File: src/rtl/xintf_pkg.sv
// xintf_pkg: shared state encoding, default timing and FPGA register map for the XINTF master
package xintf_pkg;
  typedef enum logic [1:0] {IDLE, LEAD, ACTIVE, TRAIL} state_e;
  localparam int LEAD_CYC_DEF = 2;
  localparam int ACTIVE_CYC_DEF = 4;
  localparam int TRAIL_CYC_DEF = 2;
  localparam logic [3:0] CMD_ADDR = 4'h0;
  localparam logic [3:0] STAT_ADDR = 4'h1;
  // Phase counters count down to zero, so a phase of n cycles loads n-1
  function automatic logic [3:0] cnt_load(input int n);
    return 4'(n - 1);
  endfunction
endpackage

File: src/rtl/xintf_sync_edge.sv
// xintf_sync_edge: two-flop synchroniser followed by a rising-edge detector
module xintf_sync_edge (
  input  logic clk_i,
  input  logic rst_ni,
  input  logic d_i,
  output logic rise_o
);
  logic [2:0] sh_q;
  // sh_q[1:0] synchronise, sh_q[2] remembers the previous synchronised level
  always_ff @(posedge clk_i or negedge rst_ni)
    if (!rst_ni) sh_q <= '0;
    else sh_q <= {sh_q[1:0], d_i};
  assign rise_o = sh_q[1] & ~sh_q[2];
endmodule

File: src/rtl/xintf_master.sv
// xintf_master: XINTF zone-7 bus master with user transfers and interrupt-driven status reads
module xintf_master
  import xintf_pkg::*;
#(
  parameter int         LEAD_CYC    = LEAD_CYC_DEF,
  parameter int         ACTIVE_CYC  = ACTIVE_CYC_DEF,
  parameter int         TRAIL_CYC   = TRAIL_CYC_DEF,
  parameter logic [3:0] STATUS_ADDR = STAT_ADDR
) (
  input  logic       CLK0,
  input  logic       RSTn,
  input  logic       REQ,
  input  logic       REQ_WR,
  input  logic [3:0] REQ_ADDR,
  input  logic [7:0] REQ_WDATA,
  output logic       READY,
  output logic       DONE,
  output logic [7:0] RDATA,
  input  logic       INT1,
  output logic [6:0] STATUS,
  output logic       STATUS_VALID,
  output logic [3:0] XA,
  output logic       XZCS7n,
  output logic       XRDn,
  output logic       XWE0n,
  output logic [7:0] XD_O,
  output logic       XD_OE,
  input  logic [7:0] XD_I
);
  state_e     state_q;
  logic [3:0] cnt_q, xa_q;
  logic       wr_q, irq_q, int_pend_q, ready_q, done_q, stat_v_q;
  logic       cs_n_q, rd_n_q, we_n_q, oe_q;
  logic [7:0] xdo_q, cap_q, rdata_q;
  logic [6:0] status_q;
  logic       int_rise, launch_irq, launch_usr, last, int_pend_d, ready_d;

  xintf_sync_edge u_int1_sync (
    .clk_i (CLK0),
    .rst_ni(RSTn),
    .d_i   (INT1),
    .rise_o(int_rise)
  );

  // A pending interrupt wins in IDLE; a user request only goes when READY was already high
  assign launch_irq = (state_q == IDLE) && int_pend_q;
  assign launch_usr = (state_q == IDLE) && !int_pend_q && ready_q && REQ;
  assign last       = (cnt_q == 4'd0);
  // A new edge always re-arms the pending flag, even while the status read launches
  assign int_pend_d = int_rise | (int_pend_q & ~launch_irq);
  assign ready_d    = ((state_q == IDLE && !launch_irq && !launch_usr) ||
                       (state_q == TRAIL && last)) && !int_pend_d;

  // Transfer sequencer with all bus and user outputs registered
  always_ff @(posedge CLK0 or negedge RSTn) begin
    if (!RSTn) begin
      state_q    <= IDLE;
      cnt_q      <= '0;
      xa_q       <= '0;
      wr_q       <= 1'b0;
      irq_q      <= 1'b0;
      int_pend_q <= 1'b0;
      ready_q    <= 1'b0;
      done_q     <= 1'b0;
      stat_v_q   <= 1'b0;
      cs_n_q     <= 1'b1;
      rd_n_q     <= 1'b1;
      we_n_q     <= 1'b1;
      oe_q       <= 1'b0;
      xdo_q      <= '0;
      cap_q      <= '0;
      rdata_q    <= '0;
      status_q   <= '0;
    end else begin
      int_pend_q <= int_pend_d;
      ready_q    <= ready_d;
      done_q     <= 1'b0;
      stat_v_q   <= 1'b0;
      case (state_q)
        IDLE:
          if (launch_irq || launch_usr) begin
            state_q <= LEAD;
            cnt_q   <= cnt_load(LEAD_CYC);
            cs_n_q  <= 1'b0;
            irq_q   <= launch_irq;
            wr_q    <= launch_usr && REQ_WR;
            oe_q    <= launch_usr && REQ_WR;
            xa_q    <= launch_irq ? STATUS_ADDR : REQ_ADDR;
            if (launch_usr && REQ_WR) xdo_q <= REQ_WDATA;
          end
        LEAD:
          if (last) begin
            state_q <= ACTIVE;
            cnt_q   <= cnt_load(ACTIVE_CYC);
            rd_n_q  <= wr_q;
            we_n_q  <= !wr_q;
          end else cnt_q <= cnt_q - 4'd1;
        ACTIVE:
          if (last) begin
            state_q <= TRAIL;
            cnt_q   <= cnt_load(TRAIL_CYC);
            rd_n_q  <= 1'b1;
            we_n_q  <= 1'b1;
            cap_q   <= XD_I;
          end else cnt_q <= cnt_q - 4'd1;
        TRAIL:
          if (last) begin
            state_q <= IDLE;
            cs_n_q  <= 1'b1;
            oe_q    <= 1'b0;
            if (irq_q) begin
              status_q <= cap_q[6:0];
              stat_v_q <= 1'b1;
            end else begin
              done_q <= 1'b1;
              if (!wr_q) rdata_q <= cap_q;
            end
          end else cnt_q <= cnt_q - 4'd1;
        default: state_q <= IDLE;
      endcase
    end
  end

  assign READY        = ready_q;
  assign DONE         = done_q;
  assign RDATA        = rdata_q;
  assign STATUS       = status_q;
  assign STATUS_VALID = stat_v_q;
  assign XA           = xa_q;
  assign XZCS7n       = cs_n_q;
  assign XRDn         = rd_n_q;
  assign XWE0n        = we_n_q;
  assign XD_O         = xdo_q;
  assign XD_OE        = oe_q;
endmodule

File: config.mk
export PLATFORM = sky130hd
export DESIGN_NAME = xintf_master
export DESIGN_NICKNAME = d
export VERILOG_FILES = /design/src/rtl/xintf_pkg.sv /design/src/rtl/xintf_sync_edge.sv /design/src/rtl/xintf_master.sv
export SDC_FILE = /design/constraint.sdc
export NUM_CORES = 1
export LEC_CHECK = 0
export ABC_AREA = 1
export CORE_MARGIN = 8
export CORE_UTILIZATION = 48
export CTS_CLUSTER_SIZE = 25
export DETAILED_ROUTE_END_ITERATION = 10
export PLACE_DENSITY = 0.77
export SYNTH_ARGS = -nofsm -noshare
export SYNTH_HDL_FRONTEND = slang
export SYNTH_SLANG_ARGS = --single-unit
File: constraint.sdc
create_clock -name CLK0 -period 1.6 [get_ports CLK0]
set_input_delay 0.16 -clock CLK0 [delete_from_list [all_inputs] [get_ports CLK0]]
set_output_delay 0.16 -clock CLK0 [all_outputs]
set_load 0.03 [all_outputs]
==> metrics.md <==
| Metric | Value |
|---|---|
| Setup Viol. Count Final | 0 |
| Lkg Pwr | 0.00151 µW |
| Register area share after synthesis | 59.6% |
| Post-layout util | 66.0% |
| Seq cells post-synth | 54 |
| Synth Instances | 232 |
| Setup slack after layout | 0.0591 ns |
| Largest delay contributor family on the critical path | buffers and inverters |
| Internal power | 3510 µW |
| GR Overflow Total | 0 |
| Clk pwr share | 11.8% |
| CP max FO | 2 |
| Worst r2r path cells | 7 |
| Area of the multi-input gates | 818 µm² |
| Port buffer count | 58 |
| Mean area per synthesized cell | 9.80 µm² |
| Critical Path AT | 1.38 ns |
| Hold Crit Class | input pin to register |
| TritonCTS Buffers | 5 |
| Worst vdd ir | 992 µV |
| Clock transition at path regs | 0.09 ns |
| Area of the core | 4660 µm² |
| Slew Viols, Final | 0 |
| Antenna violations before repair | 0 |
| H-tree depth | 2 |
| Dpl hpwl | 3690 µm |
| Fill count | 387 |
| Area grow syn2layout | 35.3% |
| Routed Antenna Nets | 0 |
| Vias per std cell | 4.90 |
| Fin nets | 333 |
| Final Cell Area | 3080 µm² |
| TritonCTS clock tree | done |
| TritonRoute pass-1 iters | 4 |
| Die area | 7190 µm² |
| Clock Latency Late Sink | 0.30 ns |
| Synth area leaders | dfrtp_1, nand2_1, inv_1 |
| Number of core rows | 25 |
| GRT Overall Usage | 14.1% |
| Combinational share of power | 51.8% |
| Root Driver | clkbuf_8 |
| Switch Pwr | 2740 µW |
| YS warnings | 0 |
| Slowest cell on crit path | clkdlybuf4s50_1 |
| Clock Tree Buf Depth | 2 |
| Register-to-register setup slack | 0.09 ns |
| CP Capture Type | output port |
| Max Cap Violations | 0 |
| Status | finished, final reports clean |
| Switching part of the total power | 43.8% |
| Cell area after synthesis | 2270 µm² |
| Crit path required time | 1.44 ns |
| Power Dens Cells | 2030 nW/µm² |
| Die X | 84.8 µm |
| Die extent in y | 84.8 µm |
| Reg-to-Reg Start | state_q[0] |
| Gpl congestion | 0.814 |
| Sequential share of power | 36.4% |
| Fin Hold WS | 0.295 ns |
| Total number of vias | 1,745 |
| Top Ports | 59 |
| Max Freq | 649 MHz |
| Worst Max-Slew Pin Slew | 0.567 ns |
| Layout cells sized above 1 | 12.3% |
| Drt drc | 0 |
| Routed WL | 4900 µm |
| Worst Hold Path EP | u_int1_sync.sh_q[0] |
| Final Skew | 0.00726 ns |
| CP Cell Sequence | clkdlybuf4s50_1 |
| DRT iter0 DRCs | 70 |
| Top-area cell type share of the netlist area | 56.1% |
| Syn nets | 264 |
| Worst hold stages | 1 |
| CP Buf/Inv Count | 1 |
| Routed len/inst | 13.8 µm |
| Biggest area consumer among synthesized cells | dfrtp_1 |
| Largest net degree at the start of global routing | 26 |
| DP Worst Slack | 0.0292 ns |
| Minimum clock period | 1.54 ns |
| Starting density of the core | 48.8% |
| Register Area | 1360 µm² |
| Vias in the first global route | 1,774 |
| Antenna cells | 0 |
| Final period utilization | 96.3% |
| Dpl cell area | 2930 µm² |
| Pwr Total | 6240 µW |
| Final count of hold timing violations | 0 |
| Crit Path Class | register to output port |
| Crit-path max cell delay | 0.69 ns |
| CP startpoint kind | register |
| Reg2reg end | XD_OE |
| Clock sinks | 54 |
| First-pass GRT wire length | 8250 µm |
| Min-delay src | INT1 |
| Max_slew headroom | 62.2% |
| Yosys cell types | 25 |
[logic make-up (layout without fill, tap and decap cells)]
group | after synthesis | in the layout | share of synthesized area [%]
adders and majority gates | 7 | 7 | 3.85
xor gates and xnor gates | 1 | 1 | 0.385
AOI/OAI and AO/OA | 43 | 43 | 11.6
DFF | 54 | 54 | 59.6
and+or+nand+nor | 95 | 96 | 18.3
buffers and inverters | 32 | 101 | 6.33
[layer usage]
| layer | vias to the layer above | global-route usage (%) | routed length (µm) |
|---|---|---|---|
| met5 | - | 0 | 0 |
| met4 | 0 | 3.88 | 51 |
| met3 | 5 | 5.12 | 315 |
| met2 | 48 | 23.0 | 2340 |
| met1 | 813 | 17.2 | 2200 |
| li1 | 879 | - | - |
[power groups by stage]
| stage | Sequential (µW) | Combinational [µW] | Clock, µW |
|---|---|---|---|
| global placement | 2280 | 3110 | 0 |
| CTS | 2270 | 3170 | 760 |
| global route | 2340 | 3540 | 814 |
| floorplan | 2960 | 1320 | 0 |
| detailed placement | 2280 | 3190 | 0 |
| finish | 2280 | 3230 | 734 |
[state kept, by name (all words and copies together), names as in the netlist]
name              count
READY                 1
XA                    4
wr_q                  1
state_q               2
RDATA                 8
STATUS                7
irq_q                 1
XZCS7n                1
DONE                  1
cnt_q                 4
cap_q                 8
u_int1_sync.sh_q      3
XD_OE                 1
int_pend_q            1
XWE0n                 1
STATUS_VALID          1
XRDn                  1
XD_O                  8
[stage by stage]
stage / setup TNS, ns / instances
3_3_place_gp: 0 / 345
5_1_grt: -0.0561 / 356
4_1_cts: 0 / 354
2_1_floorplan: 0 / 232
6_report: 0 / 356
3_5_place_dp: 0 / 345
[cells in the final DEF, fill, tap and decap left out, drive strengths merged, types with 3 or more instances in the layout]
cell and count:
nand2 58, clkdlybuf4s50 54, dfrtp 51, inv 27, o21ai 26, nor2 19
nand3 17, a21oi 11, buf 8, ha 7, clkbuf 6, dfstp 3
a22o 3, dlygate4sd2 3
[what timing repair did]
item | in CTS | in global routing
cloned | 0 | 1
buffers inserted | 0 | 1
endpoints found under the hold margin | 21 | 0
pin swaps | 0 | 2
hold buffers | 1 | 0
resized for setup | 3 | 9
setup endpoints to repair | 3 | 35
[synth_stat cells]
cell type	n
nor3_1	1
nor3_2	1
o21ai_2	8
dfstp_2	3
o211ai_1	2
nand3_1	16
a21oi_1	11
nor2_1	17
ha_1	7
o21ai_0	11
dfrtp_1	51
xor2_1	1
nor2_2	1
o22ai_1	1
nand2_2	3
buf_6	3
inv_1	27
nand2_1	53
a22o_1	3
nand3_2	1
nand2_4	1
clkbuf_1	1
nor2_4	1
o21ai_1	7
buf_2	1
[final cells by class]
cell class / count / area share, %
Multi-Input combinational cell: 147 / 26.6
Tap cell: 54 / 2.20
Clock inverter: 2 / 0.448
Clock buffer: 6 / 2.36
Sequential cell: 54 / 44.1
Timing Repair Buffer: 66 / 21.0
Inverter: 27 / 3.30
[how the worst max path moves through the flow]
stage	from	to	slack, ns	cells after the start
after CTS	state_q[0]	XD_OE	0.003	6
after global placement	cnt_q[0]	cap_q[0]	0.05	7
after floorplan	state_q[0]	XD_O[0]	0.22	7
final	XD_OE	XD_OE	0.06	1
after detailed placement	state_q[0]	XD_OE	0.03	6
after global routing	cnt_q[0]	cap_q[3]	-0.03	7
(Power assumes the default switching activity.)
